==> src/rtl/pipelined_segmented_adder.sv <==
// rtl/pipelined_segmented_adder.sv - carry-chained segmented adder pipeline, valid/ready handshake, optional PIPELINED_ADDER_OVF_EN overflow flag
module pipelined_segmented_adder #(
  parameter int W     = 32,
  parameter int N_SEG = 4
) (
  input  logic         clk,
  input  logic         arst_n,
  input  logic         in_vld,
  output logic         in_rdy,
  input  logic         cin,
  input  logic [W-1:0] a,
  input  logic [W-1:0] b,
  output logic         out_vld,
  input  logic         out_rdy,
  output logic         cout,
  output logic [W-1:0] y
`ifdef PIPELINED_ADDER_OVF_EN
  ,
  output logic         ovf
`endif
);

  localparam int S = W / N_SEG;

  if ((N_SEG < 1) || (N_SEG > W)) begin : g_bad_nseg
    $fatal(1, "pipelined_segmented_adder: N_SEG must be in 1..W");
  end else if ((W % N_SEG) != 0) begin : g_bad_width
    $fatal(1, "pipelined_segmented_adder: W must be a multiple of N_SEG");
  end

  // Per-stage entry: valid, carry out of the newest slice, full operands and partial sum.
  logic [N_SEG-1:0] v_q, v_d;
  logic [N_SEG-1:0] c_q, c_d;
  logic [W-1:0]     a_q [N_SEG];
  logic [W-1:0]     a_d [N_SEG];
  logic [W-1:0]     b_q [N_SEG];
  logic [W-1:0]     b_d [N_SEG];
  logic [W-1:0]     y_q [N_SEG];
  logic [W-1:0]     y_d [N_SEG];
  logic [N_SEG-1:0] ld;
`ifdef PIPELINED_ADDER_OVF_EN
  logic             ovf_q, ovf_d;
`endif

  logic             src_v;
  logic             src_c;
  logic [W-1:0]     src_a;
  logic [W-1:0]     src_b;
  logic [W-1:0]     src_y;
  logic [S:0]       seg;

  // Load enables ripple back from out_rdy; each stage adds its slice and shifts the entry forward.
  always_comb begin
    ld    = '0;
    v_d   = v_q;
    c_d   = c_q;
    a_d   = a_q;
    b_d   = b_q;
    y_d   = y_q;
    src_v = 1'b0;
    src_c = 1'b0;
    src_a = '0;
    src_b = '0;
    src_y = '0;
    seg   = '0;
`ifdef PIPELINED_ADDER_OVF_EN
    ovf_d = ovf_q;
`endif

    // A stage may load when empty or when its occupant moves on this cycle.
    ld[N_SEG-1] = ~v_q[N_SEG-1] | out_rdy;
    for (int k = N_SEG - 2; k >= 0; k--) begin
      ld[k] = ~v_q[k] | ld[k+1];
    end

    for (int k = 0; k < N_SEG; k++) begin
      if (k == 0) begin
        src_v = in_vld;
        src_c = cin;
        src_a = a;
        src_b = b;
        src_y = '0;
      end else begin
        src_v = v_q[(k > 0) ? k - 1 : 0];
        src_c = c_q[(k > 0) ? k - 1 : 0];
        src_a = a_q[(k > 0) ? k - 1 : 0];
        src_b = b_q[(k > 0) ? k - 1 : 0];
        src_y = y_q[(k > 0) ? k - 1 : 0];
      end

      seg = {1'b0, src_a[k*S +: S]} + {1'b0, src_b[k*S +: S]} + {{S{1'b0}}, src_c};

      if (ld[k]) begin
        v_d[k] = src_v;
      end

      // Data only changes when a real entry arrives, so outputs hold across bubbles.
      if (ld[k] && src_v) begin
        a_d[k]            = src_a;
        b_d[k]            = src_b;
        y_d[k]            = src_y;
        y_d[k][k*S +: S]  = seg[S-1:0];
        c_d[k]            = seg[S];
`ifdef PIPELINED_ADDER_OVF_EN
        if (k == N_SEG - 1) begin
          ovf_d = (src_a[W-1] == src_b[W-1]) & (seg[S-1] != src_a[W-1]);
        end
`endif
      end
    end
  end

  // Pipeline state; everything clears on reset so outputs are defined immediately.
  always_ff @(posedge clk or negedge arst_n) begin
    if (!arst_n) begin
      v_q <= '0;
      c_q <= '0;
      for (int k = 0; k < N_SEG; k++) begin
        a_q[k] <= '0;
        b_q[k] <= '0;
        y_q[k] <= '0;
      end
`ifdef PIPELINED_ADDER_OVF_EN
      ovf_q <= 1'b0;
`endif
    end else begin
      v_q <= v_d;
      c_q <= c_d;
      a_q <= a_d;
      b_q <= b_d;
      y_q <= y_d;
`ifdef PIPELINED_ADDER_OVF_EN
      ovf_q <= ovf_d;
`endif
    end
  end

  assign in_rdy  = ld[0];
  assign out_vld = v_q[N_SEG-1];
  assign y       = y_q[N_SEG-1];
  assign cout    = c_q[N_SEG-1];
`ifdef PIPELINED_ADDER_OVF_EN
  assign ovf     = ovf_q;
`endif

endmodule

==> config.mk <==
export PLATFORM = sky130hd
export DESIGN_NAME = pipelined_segmented_adder
export DESIGN_NICKNAME = d
export VERILOG_FILES = /design/src/rtl/pipelined_segmented_adder.sv
export SDC_FILE = /design/constraint.sdc
export NUM_CORES = 1
export LEC_CHECK = 0
export CORE_MARGIN = 3
export CORE_UTILIZATION = 50
export CTS_CLUSTER_DIAMETER = 120
export DETAILED_ROUTE_END_ITERATION = 16
export GPL_TIMING_DRIVEN = 0
export PLACE_DENSITY = 0.73
export SLEW_MARGIN = 10
export SYNTH_ARGS = -nofsm -noshare
export SYNTH_HDL_FRONTEND = slang
export SYNTH_SLANG_ARGS = --single-unit
==> constraint.sdc <==
create_clock -name clk -period 3.3 [get_ports clk]
set_input_delay 0.66 -clock clk [delete_from_list [all_inputs] [get_ports clk]]
set_output_delay 0.66 -clock clk [all_outputs]
set_load 0.01 [all_outputs]
Word level (Yosys, flattened, before mapping). Cells that the tools add are included.

Register bits: 280. Bits in latches: 0. RAM bits: 0. Bits in read-only memories: 0. Input bits: 69. Word-level logic and storage cells: 38. Memories kept: 0.

Add/sub/neg operators: 8. Multipliers: 0. Div/mod/pow operators: 0. $lt $le $gt $ge: 0. Equality and inequality tests: 0. Shift operators: 0. Mux-type cells: 0. Bitwise operators: 8. Reductions and logical operators: 4.

Operator list (count): adder 8 x 8 -> 9 bit (4); adder 9 x 1 -> 9 bit (4); logical AND 1 bit (4); inverter 1 bit (4); bitwise OR 1 bit (4).

Longest topological paths before layout. Gate-level depths: netlist of run 1.

Depth after elaboration: 6. Depth in mapped cells: 8. Mapped depth without buffers: 8.

Least setup slack after synthesis of run 1. No wires, ideal clock.

Path kind: input-to-reg. Start: in a[0]. End: reg c_q[0]. Library setup time: 123 ps. Arrival: 2308 ps. Data required time: 3177 ps. Path slack: 868 ps. Stages on the path: 7. Cells stage by stage: fa_1 -> fa_1 -> a211oi_1 -> o21ai_0 -> and3_1 -> o21ai_0 -> a21oi_1.

Cells in the longest elaborated chain, start to end: 2.

Ends and longest elaborated chain: start, declared (line 11) `input logic [W-1:0] a,`; adder 8 x 8 -> 9 bit (line 91) `seg = {1'b0, src_a[k*S +: S]} + {1'b0, src_b[k*S +: S]} + {{S{1'b0}}, src_c};`; adder 9 x 1 -> 9 bit (line 91); end signal, assigned (line 117) `c_q <= '0;`; end signal, assigned (line 128) `c_q <= c_d;`; end, declared (line 33) `logic [N_SEG-1:0] c_q, c_d;`.

No other way between the ends. A chain may end at the register's enable or synchronous reset.

Worst setup path in the final report of run 1.
Start: in out_rdy. End: out in_rdy.

Cells in the longest elaborated chain, start to end: 4.

Ends and longest elaborated chain: start, declared (line 14) `input logic out_rdy,`; bitwise OR 1 bit (line 71) `ld[N_SEG-1] = ~v_q[N_SEG-1] | out_rdy;`; bitwise OR 1 bit (3 in a row) (line 73) `ld[k] = ~v_q[k] | ld[k+1];`; end, declared (line 9) `output logic in_rdy,`.

No other way between the ends.

==> impl_metrics.tcl, run 1 <==
set metrics [dict create \
    cts_buffers 17 \
    core-area_mm2 0.01600 \
    wl_um 15420 \
    layout.nets 830 \
    cp_slowest_stage_delay_ns 0.54 \
    reg2reg_to "c_q[2]$_DFFE_PN0P_" \
    syn-mean-instance-area_um2 13.73 \
    holdBufCountCts 0 \
    cts.reportedPaths.clkPinSlew_ns 0.06 \
    synth_cell_types 41 \
    antenna_left 0 \
    std_cell_rows 46 \
    crit_path_end_kind "primary output" \
    preCtsSetupSlack_ns 0.2055 \
    seqPwrFrac 0.420 \
    drv_cap 0 \
    rsz0062_at_grt "false" \
    first_iter_violations 221 \
    ff2ff_setup_slack_ns 0.92 \
    io_buffers 103 \
    timing_worst_setup_path_type "primary input to primary output" \
    antenna_found_initial 0 \
    worst-path-buf-inv 2 \
    fillers 1276 \
    postSynthCellCount 602 \
    yosysWarnings 0 \
    vdd_drop_max_mv 0.4776 \
    grt_pass1_wl_um 25970 \
    vias 4959 \
    drt_drc_violations_left 0 \
    drive_gt1_frac 0.2659 \
    crit_chain "clkdlybuf4s50_1 -> nor2b_4 -> nand4_2 -> clkdlybuf4s50_1" \
    wl_per_cell_um 16.18 \
    fin_area_mm2 0.01015 \
    gp_congestion 0.8449 \
    reg2reg_depth 7 \
    cts_htree_levels 4 \
    finalHoldViolCount 0 \
    cts_buffer_depth 2 \
    viasPerCell 5.204 \
    synth_nets 707 \
    crit_fanout 5 \
    grt_max_degree 111 \
    netlist_area_mm2 0.008263 \
    yosysSeqAreaShare 0.5572 \
    critPathRequiredTime_ns 2.64 \
    min_period_ns 2.722 \
    post-cts-setup-buffers 0 \
    place_area_mm2 0.009597 \
    dp_hpwl_um 11110 \
    critPathTopFamily "buffers and inverters" \
    cts_resized 0 \
    skew_ns 0.006970 \
    diodes 0 \
    cts_sinks 184 \
    cts_tree "built" \
    relSlewSlack 0.6257 \
    internal-power_w 0.005791 \
    crit_top_cell "clkdlybuf4s50_1" \
    worst_setup_path_start_kind "primary input" \
    worst_slew_pin_slew_ns 0.5615 \
    grt_use_total 0.1817 \
    critPathSlowestCell "clkdlybuf4s50_1" \
    clock-root-buffer "clkbuf_16" \
    overflow 0 \
    final.setup.worst_slack_ns 0.5778 \
    drt_first_pass_iters 5 \
    max_freq_ghz 0.3673 \
    synth-seq-cells 184 \
    clkLatencyLatePin_ns 0.42 \
    finalSetupViolations 0 \
    die_h_um 134.6 \
    grt_pass1_vias 5308 \
    crit_arrival_ns 2.06 \
    period_share 0.8249 \
    slew_violations 0 \
    combPwrFrac 0.348 \
    min_path_type "primary input to asynchronous set/reset pin" \
    io-pin-count 104 \
    status "complete, no violations" \
    die_w_um 134.6 \
    r2r-start "c_q[1]$_DFFE_PN0P_" \
    p_clk_frac 0.232 \
    syn_to_final_growth_pct 22.80 \
    leakagePower_nw 4.428 \
    start_util 0.5164 \
    die_area_mm2 0.01810 \
    p_switching_w 0.002425 \
    power.density_mw_per_mm2 809.7 \
    p_sw_frac 0.2952 \
]
[synth_stat cells]
library cell,instances,area share
a31oi_1,3,0.0023
nand3_1,1,0.00061
o21a_1,1,0.00091
or2_2,3,0.0023
ha_1,28,0.042
buf_6,7,0.0095
nand2_4,1,0.0014
a31o_2,1,0.0011
o211ai_1,3,0.0027
or3_1,1,0.00076
a211oi_1,11,0.010
buf_2,6,0.0036
xnor2_1,3,0.0032
a21o_1,7,0.0064
nor2b_1,2,0.0015
fa_1,8,0.019
clkbuf_1,1,0.00045
mux2_1,47,0.064
and3_1,1,0.00076
nor2b_4,1,0.0017
mux2_2,105,0.14
a21boi_0,1,0.00091
a211o_1,1,0.0011
buf_4,38,0.035
o22ai_1,1,0.00076
nor2_1,13,0.0059
xor2_1,12,0.013
o41ai_2,1,0.0020
inv_1,6,0.0027
nand2_2,1,0.00076
o21ai_0,35,0.021
nand3_2,1,0.0012
nand2b_1,8,0.0061
and2_1,2,0.0015
o21ai_1,1,0.00061
nand2_1,27,0.012
nand4_2,1,0.0015
o31ai_1,7,0.0064
a21oi_1,19,0.012
nor3_1,2,0.0012
dfrtp_1,184,0.56
[stage by stage]
stage | TNS [ns] | power [W] | hold slack [ns] | util | instances
CTS | 0 | 0.008302 | 0.2108 | 0.6342 | 953
detailed placement | 0 | 0.006370 | 0.4666 | 0.5998 | 922
finish | 0 | 0.008216 | 0.1959 | 0.6342 | 953
floorplan | 0 | 0.005332 | 0.3644 | - | 602
global route | 0 | 0.008752 | 0.2244 | 0.6342 | 953
global placement | -1020.52 | 0.006235 | 0.4609 | 0.5977 | 921
[how the worst max path moves through the flow]
stage                     startpoint                    to  slack, ns  cells past startpoint
final                        out_rdy                in_rdy       0.58                      4
after global routing            a[0]    c_q[0]$_DFFE_PN0P_       0.44                      8
after CTS                    out_rdy                in_rdy       0.55                      4
after detailed placement        a[0]    c_q[0]$_DFFE_PN0P_       0.21                      8
after global placement        arst_n  a_q[106]$_DFFE_PN0P_      -5.56                      1
after floorplan                 a[0]    c_q[0]$_DFFE_PN0P_       0.87                      7
[metal layers]
metal	GRT usage	wire length (um)	share of wire
met2	0.3117	7722	0.50
met4	0.04129	107	0.0069
met3	0.04396	567	0.037
met1	0.2362	7018	0.46
met5	0	0	0
[logic make-up after synthesis]
kind of cell    Yosys count  share of synthesized area
buf+inv                  58                    0.05088
fa+ha+maj                36                    0.06178
simple gates             65                    0.03937
compound gates           92                    0.06769
mux                     152                     0.2071
flops                   184                     0.5572
xor+xnor                 15                    0.01590
[final cells by class]
class / instances / area (um2) / share of cell area
Clock buffer: 23 / 478.0 / 0.04710
Timing Repair Buffer: 104 / 1064 / 0.1048
Inverter: 6 / 22.52 / 0.002219
Sequential cell: 184 / 4604 / 0.4538
Multi-Input combinational cell: 360 / 3238 / 0.3191
Buffer: 52 / 397.9 / 0.03921
Clock inverter: 8 / 72.57 / 0.007152
Tap cell: 216 / 270.3 / 0.02663
[power by group through the flow]
| stage | clock network [W] | logic [W] | registers, W |
|---|---|---|---|
| floorplan | 0 | 0.00200 | 0.00334 |
| global placement | 0 | 0.00277 | 0.00346 |
| detailed placement | 0 | 0.00288 | 0.00349 |
| CTS | 0.00195 | 0.00289 | 0.00346 |
| global route | 0.00203 | 0.00317 | 0.00355 |
| finish | 0.00190 | 0.00286 | 0.00345 |
[cells in the final DEF (no fill, tap or decap), types with 2 or more instances in the layout]
| cell | netlist | routed |
|---|---|---|
| ha_1 | 28 | 28 |
| nor2b_1 | 2 | 2 |
| clkinvlp_4 | 0 | 3 |
| nand2_1 | 27 | 27 |
| clkdlybuf4s50_1 | 0 | 102 |
| nor3_1 | 2 | 2 |
| xor2_1 | 12 | 12 |
| o21ai_0 | 35 | 35 |
| clkinv_2 | 0 | 4 |
| buf_2 | 6 | 6 |
| mux2_2 | 105 | 105 |
| or2_2 | 3 | 3 |
| clkbuf_8 | 0 | 3 |
| nand2b_1 | 8 | 8 |
| a21o_1 | 7 | 7 |
| buf_4 | 38 | 38 |
| clkbuf_1 | 1 | 4 |
| and2_1 | 2 | 2 |
| dfrtp_1 | 184 | 184 |
| o211ai_1 | 3 | 3 |
| clkbuf_16 | 0 | 17 |
| buf_6 | 7 | 7 |
| mux2_1 | 47 | 47 |
| nor2_1 | 13 | 13 |
| inv_1 | 6 | 6 |
| a21oi_1 | 19 | 19 |
| o31ai_1 | 7 | 7 |
| xnor2_1 | 3 | 3 |
| a211oi_1 | 11 | 11 |
| fa_1 | 8 | 8 |
| a31oi_1 | 3 | 3 |
[state kept, by name, summed over array words and instances (netlist names)]
register	count
src_y	24
c_q	4
src_a	8
y	32
v_q	4
b_q	40
a_q	40
y_q	24
src_b	8
(Power assumes the default switching activity.)
==> inputs of run 2 (changes only) <==
==> constraint.sdc (replaced) <==
create_clock -name clk -period 2.6 [get_ports clk]
set_input_delay 0.52 -clock clk [delete_from_list [all_inputs] [get_ports clk]]
set_output_delay 0.52 -clock clk [all_outputs]
set_load 0.01 [all_outputs]
==> run 2 against run 1 <==
Sequential share of layout area barely moved. Cell count did not move. Critical path depth is the same. Die area stayed put. Worst setup slack got worse by 0.42 ns. Count of clock-buffer cells in the layout is the same. Non-clock buffer count stayed put. Final area barely moved. Core utilization barely moved. Clock skew hardly changed. Clock power is 27% higher. Critical path type unchanged. Largest power group unchanged.
==> impl_metrics.tcl, run 2 (synthesis results as in run 1) <==
set metrics [dict create \
    io-pin-count 104 \
    most-common-layout-cells "dfrtp_1, mux2_2, clkdlybuf4s50_1" \
    cts_htree_levels 4 \
    preCtsSetupSlack_ns -0.3545 \
    reg2reg_to "c_q[2]$_DFFE_PN0P_" \
    period_share 0.9396 \
    std_cell_rows 46 \
    cp_slowest_stage_delay_ns 0.54 \
    grt_pass1_wl_um 25970 \
    first_iter_violations 207 \
    wl_met1_um 6981 \
    wl_per_cell_um 16.16 \
    whs_ns 0.05513 \
    layout.nets 830 \
    core-area_mm2 0.01600 \
    crit_arrival_ns 1.92 \
    power.density_mw_per_mm2 1027 \
    power_w 0.01043 \
    crit_top_cell "clkdlybuf4s50_1" \
    leakagePower_nw 4.428 \
    top_layer "met4" \
    clkLatencyLatePin_ns 0.42 \
    crit_fanout 5 \
    antenna_found_initial 0 \
    cts_buffer_depth 2 \
    critPathRequiredTime_ns 2.08 \
    critPathSlowestCell "clkdlybuf4s50_1" \
    cts.reportedPaths.clkPinSlew_ns 0.06 \
    vdd_drop_max_mv 0.6062 \
    grt_use_total 0.1817 \
    die_h_um 134.6 \
    wl_met3_um 576 \
    diodes 0 \
    fin_area_mm2 0.01015 \
    met2_wirelength_um 7731 \
    crit_path_end_kind "primary output" \
    r2r-start "c_q[1]$_DFFE_PN0P_" \
    drive_gt1_frac 0.2687 \
    crit_chain "clkdlybuf4s50_1 -> nor2b_4 -> nand4_2 -> clkdlybuf4s50_1" \
    gp_congestion 0.8449 \
    worst_slew_pin_slew_ns 0.5606 \
    start_util 0.5164 \
    holdBufCountCts 0 \
    final.setup.worst_slack_ns 0.1570 \
    viasPerCell 5.191 \
    dp_hpwl_um 11110 \
    place_area_mm2 0.009597 \
    drt_drc_violations_left 0 \
    status "complete, no violations" \
    wl_um 15400 \
    clock-root-buffer "clkbuf_16" \
    finalHoldViolCount 0 \
    grt_max_degree 111 \
    drv_cap 0 \
    ff2ff_setup_slack_ns 0.22 \
    worst_setup_path_start_kind "primary input" \
    max_freq_ghz 0.4093 \
    drt_first_pass_iters 5 \
    cts_sinks 184 \
    syn_to_final_growth_pct 22.89 \
    io_buffers 103 \
    skew_ns 0.007256 \
    timing_worst_setup_path_type "primary input to primary output" \
    min_period_ns 2.443 \
    slew_violations 0 \
    mostFrequentLayoutCell "dfrtp_1" \
    reg2reg_depth 7 \
    cts_buffers 17 \
    die_w_um 134.6 \
    cts_tree "built" \
    relSlewSlack 0.6262 \
    grt_pass1_vias 5308 \
    die_area_mm2 0.01810 \
    fin_setup_tns_ns 0 \
    rsz0062_at_grt "false" \
    antenna_left 0 \
    finalSetupViolations 0 \
    overflow 0 \
    min_path_type "primary input to asynchronous set/reset pin" \
    vias 4947 \
]
-- run 2: cell counts in the layout (fill, tap and decap cells not counted) --
No cell type changed its count.
-- run 2: power breakdown --
| part | switching [W] | internal, W | total (W) | leakage [nW] |
|---|---|---|---|---|
| sequential | 0.000548 | 0.00383 | 0.00438 | 2.17 |
| combinational | 0.00150 | 0.00213 | 0.00363 | 1.99 |
| clock | 0.00103 | 0.00138 | 0.00242 | 0.265 |
| total | 0.00308 | 0.00735 | 0.0104 | 4.43 |
-- run 2: metal layers --
metal | track usage | vias to the layer above
li1 | - | 2346
met1 | 0.2362 | 2496
met2 | 0.3117 | 94
met3 | 0.04396 | 11
met4 | 0.04129 | 0
met5 | 0 | -
-- run 2: how the worst max path moves through the flow --
stage             from                    to  slack, ns  depth (start not counted)
2_1_floorplan     a[0]    c_q[0]$_DFFE_PN0P_       0.31                          7
3_3_place_gp    arst_n  a_q[106]$_DFFE_PN0P_      -6.12                          1
3_5_place_dp      a[0]    c_q[0]$_DFFE_PN0P_      -0.35                          8
4_1_cts           a[0]    c_q[0]$_DFFE_PN0P_       0.06                          8
5_1_grt           a[0]    c_q[0]$_DFFE_PN0P_       0.04                          8
6_report       out_rdy                in_rdy       0.16                          4
-- run 2: what timing repair did --
| action | 4_1_cts | 5_1_grt |
|---|---|---|
| resized for setup | 0 | 2 |
| setup endpoints to repair | 0 | 2 |
| setup buffers | 0 | 0 |
-- run 2: layout make-up --
cell class / count / area, um2
buffer: 52 / 397.9
clock buffer: 23 / 478.0
fill: 1276 / 5846
timing repair buffer: 104 / 1064
tap: 216 / 270.3
multi-input combinational: 360 / 3246
sequential: 184 / 4604
clock inverter: 8 / 72.57
inverter: 6 / 22.52
-- run 2: critical path: cells and delay by family --
kind | cells | cell delay (ns)
buffers and inverters | 2 | 1.01
AND/OR/NAND/NOR | 2 | 0.40
-- run 2: stage by stage --
| step | utilization | instances |
|---|---|---|
| detailed placement | 0.5998 | 922 |
| floorplan | - | 602 |
| global route | 0.6347 | 953 |
| CTS | 0.6342 | 953 |
| finish | 0.6347 | 953 |
| global placement | 0.5977 | 921 |
==> inputs of run 3 (changes only) <==
--- a/config.mk
+++ b/config.mk
@@ -5,7 +5,8 @@
 export SDC_FILE = /design/constraint.sdc
 export NUM_CORES = 1
 export LEC_CHECK = 0
-export CORE_MARGIN = 3
+export CORE_ASPECT_RATIO = 0.5
+export CORE_MARGIN = 1.5
 export CORE_UTILIZATION = 50
 export CTS_CLUSTER_DIAMETER = 120
 export DETAILED_ROUTE_END_ITERATION = 16
==> run 3 against run 2 <==
Worst setup slack got worse by 0.055 ns. Register-to-register slack worse by 0.07 ns. Worst hold slack improved by 0.012 ns. Cell count increased by 0.52%.
==> impl_metrics.tcl, run 3 (synthesis results as in run 1) <==
set metrics [dict create \
    status "complete, no violations" \
    die_w_um 184.8 \
    clock-root-buffer "clkbuf_16" \
    vias 4901 \
    period_share 0.9610 \
    fin_setup_tns_ns 0 \
    power_w 0.01056 \
    mostFrequentLayoutCell "dfrtp_1" \
    worst_setup_path_start_kind "primary input" \
    core-area_mm2 0.01578 \
    std_cell_rows 32 \
    start_util 0.5238 \
    grt_max_degree 100 \
    power.density_mw_per_mm2 1036 \
    cts_buffers 17 \
    most-common-layout-cells "dfrtp_1, mux2_2, clkdlybuf4s50_1" \
    holdBufCountCts 0 \
    finalSetupViolations 0 \
    critPathRequiredTime_ns 2.08 \
    layoutNonFillerInstCount 958 \
    overflow 0 \
    vdd_drop_max_mv 0.5064 \
    fin_area_mm2 0.01019 \
    grt_pass1_vias 4885 \
    drv_cap 0 \
    p_switching_w 0.003229 \
    dp_cells 927 \
    cts_buffer_depth 2 \
    die_h_um 93.90 \
    crit_arrival_ns 1.98 \
    relSlewSlack 0.5732 \
    whs_ns 0.06725 \
    crit_fanout 5 \
    timing_worst_setup_path_type "primary input to primary output" \
    wl_per_cell_um 15.91 \
    max_freq_ghz 0.4002 \
    crit_path_end_kind "primary output" \
    min_period_ns 2.499 \
    internal-power_w 0.007331 \
    drt_first_pass_iters 4 \
    antenna_left 0 \
    seqPwrFrac 0.415 \
    dp_hpwl_um 10960 \
    cts_sinks 184 \
    slew_violations 0 \
    place_area_mm2 0.009603 \
    leakagePower_nw 4.452 \
    diodes 0 \
    cts.reportedPaths.clkPinSlew_ns 0.08 \
    drive_gt1_frac 0.2714 \
    r2r-start "c_q[1]$_DFFE_PN0P_" \
    p_clk_frac 0.242 \
    antenna_found_initial 0 \
    finalHoldViolCount 0 \
    wl_um 15240 \
    fillers 1225 \
    layout.nets 830 \
    worst_slew_pin_slew_ns 0.6402 \
    cts_tree "built" \
    gp_congestion 0.7686 \
    p_sw_frac 0.3058 \
    syn_to_final_growth_pct 23.30 \
    combPwrFrac 0.344 \
    cts_htree_levels 4 \
    grt_use_total 0.1917 \
    die_area_mm2 0.01735 \
    clkLatencyLatePin_ns 0.43 \
    skew_ns 0.01149 \
    drt_drc_violations_left 0 \
    critPathLaunch "out_rdy" \
    viasPerCell 5.116 \
    io_buffers 103 \
    rsz0062_at_grt "false" \
    grt_pass1_wl_um 24970 \
    first_iter_violations 151 \
    min_path_type "primary input to asynchronous set/reset pin" \
    io-pin-count 104 \
    post-cts-setup-buffers 0 \
    cts_resized 0 \
]
## run 3: cell types whose count changed in the layout (fill, tap and decap cells not counted), moves of 3 or more
cell	previous run	this run
inv_6	0	7
clkbuf_1	4	1
clkbuf_8	3	0
clkinv_2	4	1
clkinvlp_4	3	0
inv_8	0	3
## run 3: metrics by stage
stage / util / setup WS (ns)
2_1_floorplan: - / 0.3082
3_3_place_gp: 0.6067 / -6.390
3_5_place_dp: 0.6087 / -0.3141
4_1_cts: 0.6455 / 0.1074
5_1_grt: 0.6459 / 0.03072
6_report: 0.6459 / 0.1015
## run 3: cell type report
| class | count | area [um2] | area share |
|---|---|---|---|
| Sequential cell | 184 | 4604 | 0.4519 |
| Clock buffer | 17 | 425.4 | 0.04175 |
| Inverter | 6 | 22.52 | 0.002210 |
| Tap cell | 221 | 276.5 | 0.02714 |
| Timing Repair Buffer | 104 | 1064 | 0.1044 |
| Clock inverter | 14 | 155.1 | 0.01523 |
| Multi-Input combinational cell | 360 | 3243 | 0.3183 |
| Buffer | 52 | 397.9 | 0.03905 |
## run 3: worst paths after layout
check | slack (ns) | to | depth (start not counted)
min in group clk | 0.48 | src_y[18]$_DFFE_PN0P_ | 2
max in group asynchronous | 1.63 | a_q[123]$_DFFE_PN0P_ | 2
worst max-delay path | 0.10 | in_rdy | 4
worst min-delay path | 0.07 | src_y[13]$_DFFE_PN0P_ | 1
worst max register to register | 0.15 | src_y[22]$_DFFE_PN0P_ | 7
worst min register to register | 0.48 | src_y[18]$_DFFE_PN0P_ | 2
## run 3: worst max-delay path: stages
cell and delay (ns):
clkdlybuf4s50_1 0.47, nor2b_4 0.19, nand4_2 0.24, clkdlybuf4s50_1 0.55
## run 3: layer usage
metal | global-route usage | part of all wire
met1 | 0.2714 | 0.50
met2 | 0.2982 | 0.46
met3 | 0.03721 | 0.035
met5 | 0 | 0
met4 | 0.06436 | 0.0099
## run 3: power by group through the flow
stage,Combinational (W),Clock [W],Sequential [W]
after CTS,0.00367,0.00262,0.00439
after global placement,0.00353,0,0.00440
after floorplan,0.00253,0,0.00424
final,0.00363,0.00255,0.00438
after global routing,0.00402,0.00273,0.00452
after detailed placement,0.00363,0,0.00445
